--- src/rtl/core_pkg.sv ---
// Shared constants and fetch FSM encoding for the core front end.
// Latency: n/a (declarations only).
// Backpressure: n/a.
package core_pkg;

  localparam logic [31:0] PC_INIT  = 32'h0000_0008;
  localparam logic [31:0] NOP_INST = 32'h0000_0013;  // addi x0,x0,0

  // IDLE: post-reset settle cycle; REQ: request on the bus; WAIT: granted,
  // awaiting response; HOLD: buffer full, waiting for decode; DRAIN: a
  // redirected fetch is still outstanding and its response must be dropped.
  typedef enum logic [2:0] {
    IDLE  = 3'd0,
    REQ   = 3'd1,
    WAIT  = 3'd2,
    HOLD  = 3'd3,
    DRAIN = 3'd4
  } fetch_state_t;

endpackage

--- src/rtl/fetch_issue_if.sv ---
// Bundles the instruction-memory handshake and the fetch-to-decode signals.
// Latency: n/a (wires only).
// Backpressure: imem_gnt throttles requests; dec_stall holds the fetch buffer.
interface fetch_issue_if #(
  parameter int unsigned W = 32
);

  logic         imem_req;
  logic [W-1:0] imem_addr;
  logic         imem_gnt;
  logic         imem_rvalid;
  logic [W-1:0] imem_rdata;

  logic         dec_stall;
  logic         redirect;
  logic [W-1:0] redirect_pc;

  logic         fe_en;
  logic [W-1:0] fe_pc;
  logic [W-1:0] fe_next_pc;
  logic [W-1:0] fe_inst;

  // Fetch unit side.
  modport master (
    output imem_req, imem_addr, fe_en, fe_pc, fe_next_pc, fe_inst,
    input  imem_gnt, imem_rvalid, imem_rdata, dec_stall, redirect, redirect_pc
  );

  // Memory + decode side.
  modport slave (
    input  imem_req, imem_addr, fe_en, fe_pc, fe_next_pc, fe_inst,
    output imem_gnt, imem_rvalid, imem_rdata, dec_stall, redirect, redirect_pc
  );

endinterface

--- src/rtl/fetch_buf.sv ---
// One-entry holding buffer for a fetched instruction and its PC.
// Latency: load visible the cycle after the load strobe.
// Backpressure: entry stays valid until consume or flush; flush beats load.
module fetch_buf #(
  parameter int unsigned    W        = 32,
  parameter logic [W-1:0]   PC_INIT  = W'(core_pkg::PC_INIT),
  parameter logic [W-1:0]   NOP_INST = W'(core_pkg::NOP_INST)
) (
  input  logic         clk,
  input  logic         a_reset,
  input  logic         load,
  input  logic [W-1:0] load_inst,
  input  logic [W-1:0] load_pc,
  input  logic         consume,
  input  logic         flush,
  output logic         buf_valid,
  output logic [W-1:0] buf_inst,
  output logic [W-1:0] buf_pc
);

  // Valid flag: flush wins, then load, then consume.
  always_ff @(posedge clk or posedge a_reset) begin
    if (a_reset) begin
      buf_valid <= 1'b0;
    end else if (flush) begin
      buf_valid <= 1'b0;
    end else if (load) begin
      buf_valid <= 1'b1;
    end else if (consume) begin
      buf_valid <= 1'b0;
    end
  end

  // Payload only changes on an accepted load; a flush leaves the old PC visible.
  always_ff @(posedge clk or posedge a_reset) begin
    if (a_reset) begin
      buf_inst <= NOP_INST;
      buf_pc   <= PC_INIT;
    end else if (load && !flush) begin
      buf_inst <= load_inst;
      buf_pc   <= load_pc;
    end
  end

endmodule

--- src/rtl/fetch_issue.sv ---
// Fetch front end: sequential PC, single-outstanding imem req/gnt/rvalid, one-entry buffer, NOP bubbles, redirect flush.
// Latency: rvalid in cycle N -> fe_inst in N+1 -> next imem_req in N+2 (one instruction per 3 cycles + memory latency).
// Backpressure: dec_stall holds buffer and HOLD state with fe_en low; optional FETCH_PERF_CNT_EN adds perf counters.
module fetch_issue #(
  parameter int unsigned  W        = 32,
  parameter logic [W-1:0] PC_INIT  = W'(core_pkg::PC_INIT),
  parameter logic [W-1:0] NOP_INST = W'(core_pkg::NOP_INST)
) (
  input  logic           clk,
  input  logic           a_reset,
  fetch_issue_if.master  bus
`ifdef FETCH_PERF_CNT_EN
  ,
  output logic [31:0]    perf_fetch_cnt,
  output logic [31:0]    perf_bubble_cnt
`endif
);

  import core_pkg::*;

  fetch_state_t state_q, state_d;
  logic [W-1:0] pc_q, pc_d;

  logic         buf_valid;
  logic [W-1:0] buf_inst;
  logic [W-1:0] buf_pc;
  logic         buf_load;
  logic         buf_consume;
  logic         buf_flush;

  logic         fe_en;
  logic         redir_act;
  logic         outstanding;

  // Fetch targets are word aligned, so the low redirect bits are dropped.
  logic         unused_redir_lsb;
  assign unused_redir_lsb = ^bus.redirect_pc[1:0];

  assign fe_en     = !bus.dec_stall && (state_q != IDLE);
  assign redir_act = bus.redirect && (state_q != IDLE);

  // A granted fetch whose response has not yet come back must be drained.
  assign outstanding = (((state_q == WAIT) || (state_q == DRAIN)) && !bus.imem_rvalid)
                     || ((state_q == REQ) && bus.imem_gnt);

  // State and PC registers.
  always_ff @(posedge clk or posedge a_reset) begin
    if (a_reset) begin
      state_q <= IDLE;
      pc_q    <= PC_INIT;
    end else begin
      state_q <= state_d;
      pc_q    <= pc_d;
    end
  end

  // Next state, next PC and buffer strobes; redirect overrides everything past IDLE.
  always_comb begin
    state_d     = state_q;
    pc_d        = pc_q;
    buf_load    = 1'b0;
    buf_consume = 1'b0;
    buf_flush   = 1'b0;
    if (redir_act) begin
      pc_d      = {bus.redirect_pc[W-1:2], 2'b00};
      buf_flush = 1'b1;
      state_d   = outstanding ? DRAIN : REQ;
    end else begin
      case (state_q)
        IDLE:  state_d = REQ;
        REQ:   if (bus.imem_gnt) state_d = WAIT;
        WAIT: begin
          if (bus.imem_rvalid) begin
            buf_load = 1'b1;
            pc_d     = pc_q + W'(4);
            state_d  = HOLD;
          end
        end
        HOLD: begin
          if (fe_en && buf_valid) begin
            buf_consume = 1'b1;
            state_d     = REQ;
          end
        end
        DRAIN: if (bus.imem_rvalid) state_d = REQ;
        default: state_d = IDLE;
      endcase
    end
  end

  fetch_buf #(
    .W        (W),
    .PC_INIT  (PC_INIT),
    .NOP_INST (NOP_INST)
  ) u_buf (
    .clk       (clk),
    .a_reset   (a_reset),
    .load      (buf_load),
    .load_inst (bus.imem_rdata),
    .load_pc   (pc_q),
    .consume   (buf_consume),
    .flush     (buf_flush),
    .buf_valid (buf_valid),
    .buf_inst  (buf_inst),
    .buf_pc    (buf_pc)
  );

  assign bus.imem_req   = (state_q == REQ);
  assign bus.imem_addr  = pc_q;
  assign bus.fe_en      = fe_en;
  assign bus.fe_inst    = (buf_valid && !bus.redirect) ? buf_inst : NOP_INST;
  assign bus.fe_pc      = buf_pc;
  assign bus.fe_next_pc = buf_pc + W'(4);

`ifdef FETCH_PERF_CNT_EN
  // Count captured fetches and bubbles (empty buffer or redirect squash) fed to decode.
  always_ff @(posedge clk or posedge a_reset) begin
    if (a_reset) begin
      perf_fetch_cnt  <= 32'd0;
      perf_bubble_cnt <= 32'd0;
    end else begin
      if (buf_load) perf_fetch_cnt <= perf_fetch_cnt + 32'd1;
      if (fe_en && (!buf_valid || bus.redirect)) perf_bubble_cnt <= perf_bubble_cnt + 32'd1;
    end
  end
`endif

endmodule

--- src/flat_wrapper.sv ---
// flat-port wrapper written by rule: the top's interface ports become plain ports
module fetch_issue_flat import core_pkg::*;
#(
  parameter int unsigned  W        = 32,
  parameter logic [W-1:0] PC_INIT  = W'(core_pkg::PC_INIT),
  parameter logic [W-1:0] NOP_INST = W'(core_pkg::NOP_INST)
)
  (clk, a_reset, bus_imem_req, bus_imem_addr, bus_fe_en, bus_fe_pc, bus_fe_next_pc, bus_fe_inst, bus_imem_gnt, bus_imem_rvalid, bus_imem_rdata, bus_dec_stall, bus_redirect, bus_redirect_pc);
  fetch_issue_if #(.W(W)) bus_i ();
  input  logic clk;
  input  logic a_reset;
  output wire logic [$bits(bus_i.imem_req)-1:0] bus_imem_req;
  output wire logic [$bits(bus_i.imem_addr)-1:0] bus_imem_addr;
  output wire logic [$bits(bus_i.fe_en)-1:0] bus_fe_en;
  output wire logic [$bits(bus_i.fe_pc)-1:0] bus_fe_pc;
  output wire logic [$bits(bus_i.fe_next_pc)-1:0] bus_fe_next_pc;
  output wire logic [$bits(bus_i.fe_inst)-1:0] bus_fe_inst;
  input wire logic [$bits(bus_i.imem_gnt)-1:0] bus_imem_gnt;
  input wire logic [$bits(bus_i.imem_rvalid)-1:0] bus_imem_rvalid;
  input wire logic [$bits(bus_i.imem_rdata)-1:0] bus_imem_rdata;
  input wire logic [$bits(bus_i.dec_stall)-1:0] bus_dec_stall;
  input wire logic [$bits(bus_i.redirect)-1:0] bus_redirect;
  input wire logic [$bits(bus_i.redirect_pc)-1:0] bus_redirect_pc;
  assign bus_imem_req = bus_i.imem_req;
  assign bus_imem_addr = bus_i.imem_addr;
  assign bus_fe_en = bus_i.fe_en;
  assign bus_fe_pc = bus_i.fe_pc;
  assign bus_fe_next_pc = bus_i.fe_next_pc;
  assign bus_fe_inst = bus_i.fe_inst;
  assign bus_i.imem_gnt = bus_imem_gnt;
  assign bus_i.imem_rvalid = bus_imem_rvalid;
  assign bus_i.imem_rdata = bus_imem_rdata;
  assign bus_i.dec_stall = bus_dec_stall;
  assign bus_i.redirect = bus_redirect;
  assign bus_i.redirect_pc = bus_redirect_pc;
  fetch_issue #(.W(W), .PC_INIT(PC_INIT), .NOP_INST(NOP_INST)) u_core (.clk(clk), .a_reset(a_reset), .bus(bus_i));
endmodule
--- config.mk ---
export PLATFORM = sky130hd
export DESIGN_NAME = fetch_issue_flat
export DESIGN_NICKNAME = d
export VERILOG_FILES = /design/src/rtl/core_pkg.sv /design/src/rtl/fetch_issue_if.sv /design/src/rtl/fetch_buf.sv /design/src/rtl/fetch_issue.sv /design/src/flat_wrapper.sv
export SDC_FILE = /design/constraint.sdc
export NUM_CORES = 1
export LEC_CHECK = 0
export ABC_CLOCK_PERIOD_IN_PS = 6000
export CORE_MARGIN = 2
export CORE_UTILIZATION = 48
export CTS_BUF_LIST = sky130_fd_sc_hd__clkbuf_16
export DETAILED_ROUTE_END_ITERATION = 10
export PLACE_DENSITY_LB_ADDON = 0.05
export SETUP_SLACK_MARGIN = 0.02
export SLEW_MARGIN = 20
export SYNTH_ARGS = -nofsm -noshare
export SYNTH_HDL_FRONTEND = slang
export SYNTH_SLANG_ARGS = --single-unit
--- constraint.sdc ---
create_clock -name clk -period 6 [get_ports clk]
set_input_delay 1.2 -clock clk [delete_from_list [all_inputs] [get_ports clk]]
set_output_delay 1.2 -clock clk [all_outputs]
set_load 0.01 [all_outputs]
==> impl_results.md <==
* Status: complete, no violations
* Vias per std cell at 5.50
* CTS buffer count at 9
* Die width at 107 um
* Worst hold path class: flip-flop to flip-flop
* Die H at 107 um
* Slew Limit Headroom at 47.4%
* Max capacitance violation total at 0
* DRT Pass-1 Iters at 4
* Synth Register Bits at 96
* Vias in the first global route at 4548
* CTS resizes at 0
* Total Wirelength at 14.1 mm
* Cell chain of the critical path: clkdlybuf4s50_1 > nor2b_1 > buf_4 > and2_1 > clkdlybuf4s50_1
* First-pass GRT wire length at 22.8 mm
* NetSw at 1.16 mW
* Syn avg cell area at 10.3 um2
* WS Path Type: input port to primary output
* Register area share after synthesis at 46.9%
* Number of flops mapped to enable cells by yosys at 0
* VDD IR max at 0.000264 V
* Net Sw Frac at 36.2%
* Area of the core at 10400 um2
* RSZ-0062 raised after global routing: false
* Skew-Pair Late Insertion Delay at 0.33 ns
* Hold wc startpoint: u_core.u_buf.buf_inst[2]$_DFFE_PP0P_
* Num ports at 200
* RePlAce Congestion at 0.859
* Clk pwr share at 16.1%
* Clock slew at reported path FFs at 0.06 ns
* Period minus WS final at 4.15 ns
* # Post-CTS Setup Buffers at 0
* Total global-route track usage at 25.0%
* Final setup viols at 0
* Crit-path max FO at 32
* Gr ovfl total at 0
* Area Growth Syn to Fin at 43.4%
* Initial antenna violation count at 0
* Post-layout nets at 750
* Wire per inst at 17.3 um
* Initial core utilization at 49.6%
* Dpl hpwl at 10.4 mm
* Fmax at 0.241 GHz
* Share of layout cells above drive strength 1 at 12.0%
* Final Hold Vio Count at 0
* Fin Setup TNS at 0 ns
* FF-to-FF Start: u_core.state_q[1]$_DFFE_PP0P_
* DRT iter0 DRCs at 144
* YS warnings at 0
* DRC Markers at 0
* Inserted Diodes at 0
* Max-slew violations at 0
* Synth unique cells at 46
* Critical path capture point type: primary output
* Clock sink total at 96
* Die area at 11600 um2
* H-Tree Depth at 3
* Syn Std Cell Area at 5140 um2
* Vias at 4503
* Layout filler cell count at 850
* CTS tree: yes
* Rows at 37
* Startpoint types: input port
* PwrDens at 434 nW/um2
* Clock tree buffer depth at 2
* CP max stage cell: clkdlybuf4s50_1
* Slowest cell delay on critical path at 0.54 ns
* Lkg Pwr at 3.02 nW
* Antenna viol nets, final at 0
* CP Data Required Time at 4.80 ns
* Worst setup startpoint: bus_redirect
* CTS Hold Bufs at 0
* Most used DFF post-synth: dfrtp_1
* Part of the power in registers at 40.4%
* Final period util at 69.2%
* Worst path most repeated cell: clkdlybuf4s50_1
* Final Skew at 0.00890 ns
* Int Pwr at 2.04 mW
* Area of the multi-input gates at 2520 um2
* Clk root buf: clkbuf_16
* Worst-Margin Slew at 0.786 ns
* Async S/R FF share, synth at 100%
* Core occupancy in the finished layout at 71.1%
* Combinational share of power at 43.5%
* Pin count of the biggest net entering global routing at 51
* Worst Path Arrival at 2.95 ns
* Number of port buffers at 191
* Cells after synthesis at 500
* Register Area at 2410 um2
==> cells in the final DEF, fill, tap and decap left out, types with 15 or more instances in the layout <==
cell type,instances
or4_1,15
dfrtp_1,91
xor2_1,16
nand2_1,40
a31oi_1,20
clkdlybuf4s50_1,191
o21ai_0,17
mux2_2,50
nor2_1,29
and2_1,32
xnor2_1,22
==> per-stage QoR <==
stage	instances	total power, mW	hold WS, ns	worst slack (ns)	instance area (um2)
5_1_grt	819	3.40	0.507	1.79	7370
3_3_place_gp	803	2.64	0.465	1.88	7100
6_report	819	3.20	0.480	1.85	7370
2_1_floorplan	505	1.87	0.456	2.30	5160
3_5_place_dp	803	2.69	0.474	1.86	7100
4_1_cts	819	3.22	0.488	1.85	7370
==> path summary, 6_finish.rpt <==
kind | endpoint | slack [ns] | cells past startpoint
min reg2reg | u_core.u_buf.buf_inst[2]$_DFFE_PP0P_ | 0.48 | 1
min | u_core.u_buf.buf_inst[2]$_DFFE_PP0P_ | 0.48 | 1
max | bus_fe_inst[12] | 1.85 | 5
max reg2reg | u_core.u_buf.buf_pc[11]$_DFFE_PP0P_ | 3.32 | 5
max in group asynchronous | u_core.u_buf.buf_pc[15]$_DFFE_PP0P_ | 3.68 | 3
min in group asynchronous | u_core.u_buf.buf_inst[25]$_DFFE_PP0P_ | 1.27 | 2
==> cell usage after synthesis, drive strengths merged (3+ instances only) <==
| cell | count | area share, % |
|---|---|---|
| dfrtp | 91 | 44 |
| and2 | 32 | 3.9 |
| mux2 | 56 | 12 |
| nor2 | 29 | 2.1 |
| o31ai | 15 | 2.2 |
| and3 | 6 | 0.73 |
| dfstp | 5 | 2.6 |
| inv | 14 | 1.0 |
| or3 | 6 | 0.92 |
| a21oi | 3 | 0.29 |
| nand4 | 14 | 1.7 |
| buf | 21 | 2.8 |
| nand3 | 14 | 1.4 |
| nand3b | 3 | 0.44 |
| nand2 | 41 | 3.0 |
| or4 | 15 | 2.2 |
| xor2 | 16 | 2.7 |
| nor3 | 10 | 0.97 |
| nand2b | 4 | 0.49 |
| and4 | 8 | 1.4 |
| a31oi | 20 | 2.4 |
| o21ai | 19 | 1.9 |
| nor4 | 6 | 0.73 |
| clkbuf | 13 | 0.95 |
| xnor2 | 22 | 3.7 |
==> power by group through the flow <==
stage | Clock (mW) | Sequential, mW | Combinational [mW]
after CTS | 0.522 | 1.29 | 1.41
after floorplan | 0 | 1.27 | 0.604
final | 0.516 | 1.29 | 1.39
after detailed placement | 0 | 1.30 | 1.40
after global routing | 0.549 | 1.35 | 1.50
after global placement | 0 | 1.27 | 1.37
==> metal layers <==
layer / up-vias / share of wire, % / GRT usage [%]
li1: 2138 / - / -
met1: 2210 / 42 / 32.1
met2: 142 / 51 / 43.7
met3: 13 / 6.0 / 4.48
met4: 0 / 1.1 / 6.41
met5: - / 0 / 0
==> worst max-delay path: cells and delay by family <==
kind,cells,cell delay (ns)
buf+inv,3,1.37
simple gates,2,0.36
==> layout make-up <==
type,instances,area share (%)
clock inverters,7,0.526
repair buffers,196,26.5
well taps,136,2.31
inverters,14,0.747
flip-flops and latches,96,32.7
multi-input cells,361,34.2
clock buffers,9,3.06
==> flip-flops by register name, indices dropped and copies added (netlist names) <==
register / count
u_core.bus.imem_addr: 30
u_core.state_q: 3
u_core.u_buf.buf_inst: 32
u_core.u_buf.buf_pc: 30
u_core.u_buf.buf_valid: 1
==> logic make-up after synthesis <==
group	Yosys count	share of synthesized area, %
other cells	1	0.0730
fa+ha+maj	2	0.487
xor+xnor	38	6.47
buf+inv	48	4.77
compound gates	63	7.79
mux	57	12.5
simple gates	195	21.1
flops	96	46.9
(Power assumes the default switching activity.)
